File: src/rtl/systolic_result_collector.sv
// rtl/systolic_result_collector.sv - launches a systolic batch, captures per-unit results, drains them in index order
module systolic_result_collector #(
   parameter int WIDTH          = 16,
   parameter int NUM_UNITS      = 64,
   parameter int TIMEOUT_CYCLES = 1024,
   localparam int IW            = (NUM_UNITS > 1) ? $clog2(NUM_UNITS) : 1
) (
   input  logic                       clk,
   input  logic                       reset_n,
   input  logic                       launch,
   input  logic [NUM_UNITS-1:0]       active_units,
   output logic                       start,
   input  logic [NUM_UNITS-1:0]       done_array,
   input  logic [NUM_UNITS*WIDTH-1:0] result_array,
   output logic                       out_valid,
   input  logic                       out_ready,
   output logic [WIDTH-1:0]           out_data,
   output logic [IW-1:0]              out_index,
   output logic                       out_last,
   output logic                       busy,
   output logic                       batch_done,
   output logic                       timeout
);

   localparam int TW = $clog2(TIMEOUT_CYCLES) + 1;

   localparam logic [2:0] S_IDLE   = 3'd0;
   localparam logic [2:0] S_START  = 3'd1;
   localparam logic [2:0] S_WAIT   = 3'd2;
   localparam logic [2:0] S_DRAIN  = 3'd3;
   localparam logic [2:0] S_FINISH = 3'd4;

   logic [2:0]           state, state_d;
   logic [NUM_UNITS-1:0] mask_q, seen_q, pending_q, new_done, seen_next;
   logic [TW-1:0]        timer_q, timer_next;
   logic [WIDTH-1:0]     buffer [NUM_UNITS];
   logic [IW-1:0]        low_idx;
   logic                 pending_one;

   always_comb begin
      new_done    = mask_q & done_array & ~seen_q;
      seen_next   = seen_q | new_done;
      timer_next  = timer_q + TW'(1);
      low_idx     = '0;
      for (int i = NUM_UNITS - 1; i >= 0; i--)
         if (pending_q[i]) low_idx = IW'(i);
      pending_one = (pending_q != '0) && ((pending_q & (pending_q - NUM_UNITS'(1))) == '0);
   end

   always_comb begin
      state_d = state;
      case (state)
         S_IDLE:   if (launch) state_d = (active_units == '0) ? S_FINISH : S_START;
         S_START:  state_d = S_WAIT;
         S_WAIT: begin
            if (seen_next == mask_q)
               state_d = S_DRAIN;
            else if (timer_next == TW'(TIMEOUT_CYCLES - 1))
               state_d = (seen_next == '0) ? S_FINISH : S_DRAIN;
         end
         S_DRAIN:  if (out_valid && out_ready && out_last) state_d = S_FINISH;
         S_FINISH: state_d = S_IDLE;
         default:  state_d = S_IDLE;
      endcase
   end

   // Result storage carries no reset; its contents only matter for captured units.
   always_ff @(posedge clk) begin
      if (state == S_WAIT)
         for (int i = 0; i < NUM_UNITS; i++)
            if (new_done[i]) buffer[i] <= result_array[i*WIDTH +: WIDTH];
   end

   always_ff @(posedge clk or negedge reset_n) begin
      if (!reset_n) begin
         state      <= S_IDLE;
         mask_q     <= '0;
         seen_q     <= '0;
         pending_q  <= '0;
         timer_q    <= '0;
         start      <= 1'b0;
         busy       <= 1'b0;
         batch_done <= 1'b0;
         timeout    <= 1'b0;
         out_valid  <= 1'b0;
         out_data   <= '0;
         out_index  <= '0;
         out_last   <= 1'b0;
      end else begin
         state      <= state_d;
         start      <= (state_d == S_START);
         busy       <= (state_d != S_IDLE);
         batch_done <= (state == S_FINISH);
         case (state)
            S_IDLE: begin
               if (launch) begin
                  mask_q  <= active_units;
                  seen_q  <= '0;
                  timeout <= 1'b0;
               end
            end
            S_START: timer_q <= '0;
            S_WAIT: begin
               seen_q  <= seen_next;
               timer_q <= timer_next;
               if (state_d == S_DRAIN) pending_q <= seen_next;
               if ((state_d != S_WAIT) && (seen_next != mask_q)) timeout <= 1'b1;
            end
            S_DRAIN: begin
               // Load a word on DRAIN entry or on each accepted handshake; the taken bit leaves pending.
               if (!out_valid || out_ready) begin
                  if (out_valid && out_last) begin
                     out_valid <= 1'b0;
                     out_last  <= 1'b0;
                  end else begin
                     out_valid          <= 1'b1;
                     out_index          <= low_idx;
                     out_data           <= buffer[low_idx];
                     out_last           <= pending_one;
                     pending_q[low_idx] <= 1'b0;
                  end
               end
            end
            default: ;
         endcase
      end
   end

endmodule

File: config.mk
export PLATFORM = sky130hd
export DESIGN_NAME = systolic_result_collector
export DESIGN_NICKNAME = d
export VERILOG_FILES = /design/src/rtl/systolic_result_collector.sv
export SDC_FILE = /design/constraint.sdc
export NUM_CORES = 2
export LEC_CHECK = 0
export CORE_AREA = 5 5 463 465
export DETAILED_ROUTE_END_ITERATION = 8
export DIE_AREA = 0 0 468 470
export PLACE_DENSITY = 0.52
export SYNTH_ARGS = -nofsm -noshare
export SYNTH_HDL_FRONTEND = slang
export SYNTH_SLANG_ARGS = --single-unit
File: constraint.sdc
create_clock -name clk -period 6.81 [get_ports clk]
set_clock_uncertainty 0.05 [all_clocks]
set_input_delay 1.7025 -clock clk [delete_from_list [all_inputs] [get_ports clk]]
set_output_delay 1.7025 -clock clk [all_outputs]
set_load 0.02 [all_outputs]
## Word-level counts from Yosys, hierarchy flattened

Memory sizes are Yosys's and may differ from the RTL's. A register that Yosys moved wholly into a read port is not among the register bits.
Index checks and enable logic that the tools add are counted.

| cells by class | value |
|---|---|
| multiplexer cells | 277 |
| bitwise operators | 8 |
| equal/unequal tests | 15 |
| add/sub/neg operators | 2 |
| magnitude comparators | 2 |
| reduce and logical (&&, ||, !) cells | 24 |

Operators by type and width:

| kind | count |
|---|---|
| 6-bit 2-to-1 mux | 64 |
| 64-bit bitwise AND | 4 |
| 64-bit 2-to-1 mux | 4 |
| 64-bit one-hot mux with 2 select lines | 2 |
| 1-bit 2-to-1 mux | 197 |
| 64-bit logical NOT | 3 |
| 64-bit NOT | 2 |
| 64-bit equality test | 1 |
| 64-bit inequality test | 1 |
| 64-bit bitwise OR | 1 |
| 64-bit nonzero test | 1 |
| 64-bit by 1-bit subtractor with 64-bit output, second input constant | 1 |
| 11-bit one-hot mux with 2 select lines | 1 |
| 3-bit 2-to-1 mux | 6 |
| 3-bit one-hot mux with 4 select lines | 1 |
| 11-bit by 1-bit adder with 11-bit output, second input constant | 1 |
| 11-bit by 10-bit equality test with 1-bit output, second input constant | 1 |
| 3-bit by 2-bit equality test with 1-bit output, second input constant | 3 |
| 6-bit by 7-bit less-than comparator with 1-bit output, second input constant | 1 |
| 1-bit demux with 6-bit select | 1 |
| 3-bit by 1-bit equality test with 1-bit output, second input constant | 2 |
| 6-bit by 1-bit greater-or-equal comparator with 1-bit output, second input constant | 1 |
| 1-bit logical AND | 6 |
| 2-bit inequality test, second input constant | 3 |
| other kinds (13) | 20 |

| storage, ports and cells | value |
|---|---|
| register bits after elaboration | 218 |
| input port bits | 1156 |
| output and inout port bits | 28 |
| bits in writable memories | 1024 |
| memories | 1 |
| logic and storage cells | 341 |

Memory list:

| memory | words | width | read ports | clocked after memory_dff | wr ports | line | text |
|---|---|---|---|---|---|---|---|
| buffer | 64 | 16 | 1 | 1 | 64 | 36 | `logic [WIDTH-1:0] buffer [NUM_UNITS];` |

## Longest topological paths before layout

| depth | value |
|---|---|
| depth in word-level cells | 73 |
| gate-level depth with buffers | 15 |

## Worst setup path before layout

No wires, ideal clock.

| path | value |
|---|---|
| kind | in2reg |
| from | in done_array[41] |
| to | mem buffer[41][0] (enable) |
| library setup time | 0.431 ns |
| cell stages on the path | 2 |
| buffers on the path | 0 |
| setup slack | 2.943 ns |
| data required time | 6.329 ns |
| data arrival time | 3.386 ns |
| path through | inv_1 > nor4_1 |

RTL lines:

| item | line | text |
|---|---|---|
| start, declared | 13 | `input logic [NUM_UNITS-1:0] done_array,` |
| end, declared | 36 |  |

## Final worst setup path

| path | value |
|---|---|
| from | reg pending_q[38] |
| to | reg out_data[9] (read register of buffer) |

| between the ends | value |
|---|---|
| cells in the longest elaborated chain, start to end | 39 |

Ends and longest elaborated chain:

| item | line | text |
|---|---|---|
| start, declared | 34 | `logic [NUM_UNITS-1:0] mask_q, seen_q, pending_q, new_done, seen_next;` |
| start signal, assigned | 106 | `if (state_d == S_DRAIN) pending_q <= seen_next;` |
| 6-bit 2-to-1 mux (39 in a row) | 46 | `if (pending_q[i]) low_idx = IW'(i);` |
| end, declared | 17 | `output logic [WIDTH-1:0] out_data,` |

No other way between the ends.
A chain may end at the register's enable or synchronous reset.

==> run metrics <==
run status=finished, final reports clean; Die H=470 um; Net Switching=8720 uW; Vias=44.5k; post-CTS sizing=0; Clk pwr share=32.7%; routability congestion estimate=0.976; Clock Tree Root=clkbuf_16; initial core utilization=24.8%; Routed WL=350 mm; final period utilization=87.1%; sequential fraction of the synthesis area=70.6%; post-synthesis net count=5017; Final Hold Violating Endpoints=0; Synth Instances=3859; Crit path largest cell delay=1.11 ns; fraction of layout cells with a size suffix above 1=10.3%; Worst VDD drop=276 uV; commonest non-fill, non-tap cell in the layout=clkdlybuf4s50_1; final setup margin=0.882 ns; Core Footprint=209000 um^2; io pins=1184; r2r worst-path depth=10; min-delay worst type=reg2reg; hold bufs inserted after CTS=0; CTS Buf Count=149; final setup vio count=0; Syn Std Cell Area=51800 um^2; P&R area growth vs syn=41.3%; post-route ant nets=0; number of global-route vias before repair=43.1k; critical path, cell by cell=nor4_2, o2111ai_1, a21o_1, a21oi_4, buf_4, nor2_4, a22oi_1, o211ai_1, a2111oi_2, a31oi_1; Worst setup SP type=flip-flop; Switching Fraction=35.3%; main flop type after synthesis=edfxtp_1; Int Pwr=16000 uW; Post-synth EDFFs=1024; GRT overflow=0; Iter 0 DRT Violations=6578; final net count=6290; worst setup path start=pending_q[38]; R2R Path Start=pending_q[38]; Worst Path Class, Setup=reg2reg; post-CTS setup buffers=0; Slew Viols, Final=0; Clock Pin Slew Worst Setup and Hold Paths=0.06 ns; FF-to-FF End=out_data[9]; clock latency on the worst-skew pair=0.83 ns; Max Root-Sink Buffers=3; area of the multi-input gates=14600 um^2; pre-CTS setup slack=0.755 ns; die area=220000 um^2; Gate power share=24.5%; crit path time final=5.93 ns; sequential share of power=42.8%; initial antenna violation count=175; Detailed Place HPWL=271 mm; Hold Path Cell Cnt=1; R2R Setup Slk=0.88 ns; Total Neg Setup Slack=0 ns; crit path DAT=6.52 ns; CP Capture Type=flip-flop; largest net degree at the start of global routing=120; slowest CP cell=a2111oi_2; FFs w/ async S/R, synth=18.6%; first-pass GRT wire length=442 mm; DR pass1 iterations=8; H-Tree Depth=4; Sink Count=1258; Vias per Instance=5.46; PwrDens=338 nW/um^2; FMAX=0.169 GHz; gr usage total=30.6%; Worst Path Max Fanout=30; Hold Path End=out_index[4]; Seq cells post-synth=1258; TritonCTS clock tree=yes; WP data required=7.40 ns; IO buf count=1183; cell leakage power=0.0259 uW; Die Wd=468 um; Storage cell area=36600 um^2; hold_sp=out_index[4]; fillers=20.6k; syn avg cell area=13.4 um^2; # rows=168; Max Cap Viol=0; WL per Instance=43.0 um; worst-margin pin slew=1.30 ns; RSZ-0062 raised after global routing=no; number of unique standard cell types used by synthesis=85; Slew HR=13.6%; Synth Warn #=0; commonest cells after routing, fill and taps aside=clkdlybuf4s50_1 (1182), edfxtp_1 (1024), nand2_1 (479), a21oi_1 (283), dfrtp_1 (234); Remaining DRCs=0
-- cells in the mapped netlist (44+ instances only) --
master / number / area (um^2)
a21oi_1: 290 / 1450
a221oi_1: 46 / 403
a222oi_1: 65 / 651
a22oi_1: 73 / 548
a31oi_1: 96 / 601
buf_2: 53 / 265
clkbuf_1: 141 / 529
dfrtp_1: 234 / 5860
edfxtp_1: 1024 / 30700
inv_1: 82 / 308
mux2_2: 49 / 552
mux2i_1: 128 / 1280
nand2_1: 482 / 1810
nand3_1: 75 / 375
nor2_1: 199 / 747
nor3_1: 66 / 330
o21ai_0: 205 / 1030
o22ai_1: 44 / 275
-- worst max-delay path by stage --
| stage | slack (ns) | end | cells past startpoint |
|---|---|---|---|
| final | 0.88 | out_data[9] | 10 |
| after CTS | 0.74 | out_data[9] | 10 |
| after floorplan | 2.94 | buffer[41][0] | 2 |
| after global placement | 0.77 | out_data[9] | 10 |
| after global routing | 0.82 | out_data[9] | 10 |
| after detailed placement | 0.76 | out_data[9] | 10 |
-- sequential cells by signal, indices dropped and copies added (netlist names) --
signal,count
batch_done,1
buffer,1024
busy,1
mask_q,64
out_data,16
out_index,6
out_last,1
out_valid,1
pending_q,64
seen_q,64
start,1
state,3
timeout,1
timer_q,11
-- power groups by stage --
| stage | sequential [uW] | clock (uW) | combinational, uW |
|---|---|---|---|
| 6_report | 10600 | 8090 | 6070 |
| 5_1_grt | 10700 | 8500 | 6280 |
| 4_1_cts | 10600 | 8200 | 6040 |
| 3_5_place_dp | 10700 | 0 | 6020 |
| 3_3_place_gp | 10700 | 0 | 6020 |
| 2_1_floorplan | 10300 | 0 | 2410 |
-- layer usage --
layer,wire (um),global-route usage [%],vias to the layer above
met4,17900,14.0,92
met2,165000,49.7,2997
met5,597,0,-
met1,132000,37.1,22900
met3,34700,9.42,700
li1,-,-,17700
-- metrics by stage --
stage                     utilization [%]  power [uW]  hold WS (ns)  std cells  area (um^2)
after floorplan                         -       12800         0.414       3859        51800
after global placement               32.6       16700         0.419       7786        68200
after detailed placement             32.6       16700         0.423       7786        68200
after CTS                            34.9       24800         0.440       8052        73000
after global routing                 35.0       25500         0.455       8097        73100
final                                35.0       24700         0.437       8137        73200
-- worst max-delay path: cells and delay by family, from the launching register on --
family	cells	cell delay, ns
AO/OA/AOI/OAI	7	3.41
buffers and inverters	1	0.65
flip-flops	1	0.48
AND/OR/NAND/NOR	2	1.07
-- kinds of logic after synthesis --
kind of cell	after synthesis	synth area share, %
flip-flops	1258	70.6
AO/OA/AOI/OAI	1059	13.6
AND/OR/NAND/NOR	1030	9.12
buffers and inverters	300	2.40
multiplexers	202	4.08
XOR/XNOR	8	0.135
adder cells (fa/ha/maj)	2	0.0483
-- final cells by class --
cell class                 count  area share, %
timing repair buffer        1340           18.0
inverter                      82          0.420
multi-input combinational   2301           19.9
tap                         2805           4.79
sequential                  1258           50.0
antenna                       85          0.290
clock buffer                 199           5.54
clock inverter                67           1.05
Note: power is estimated with default switching activity, not from simulation.
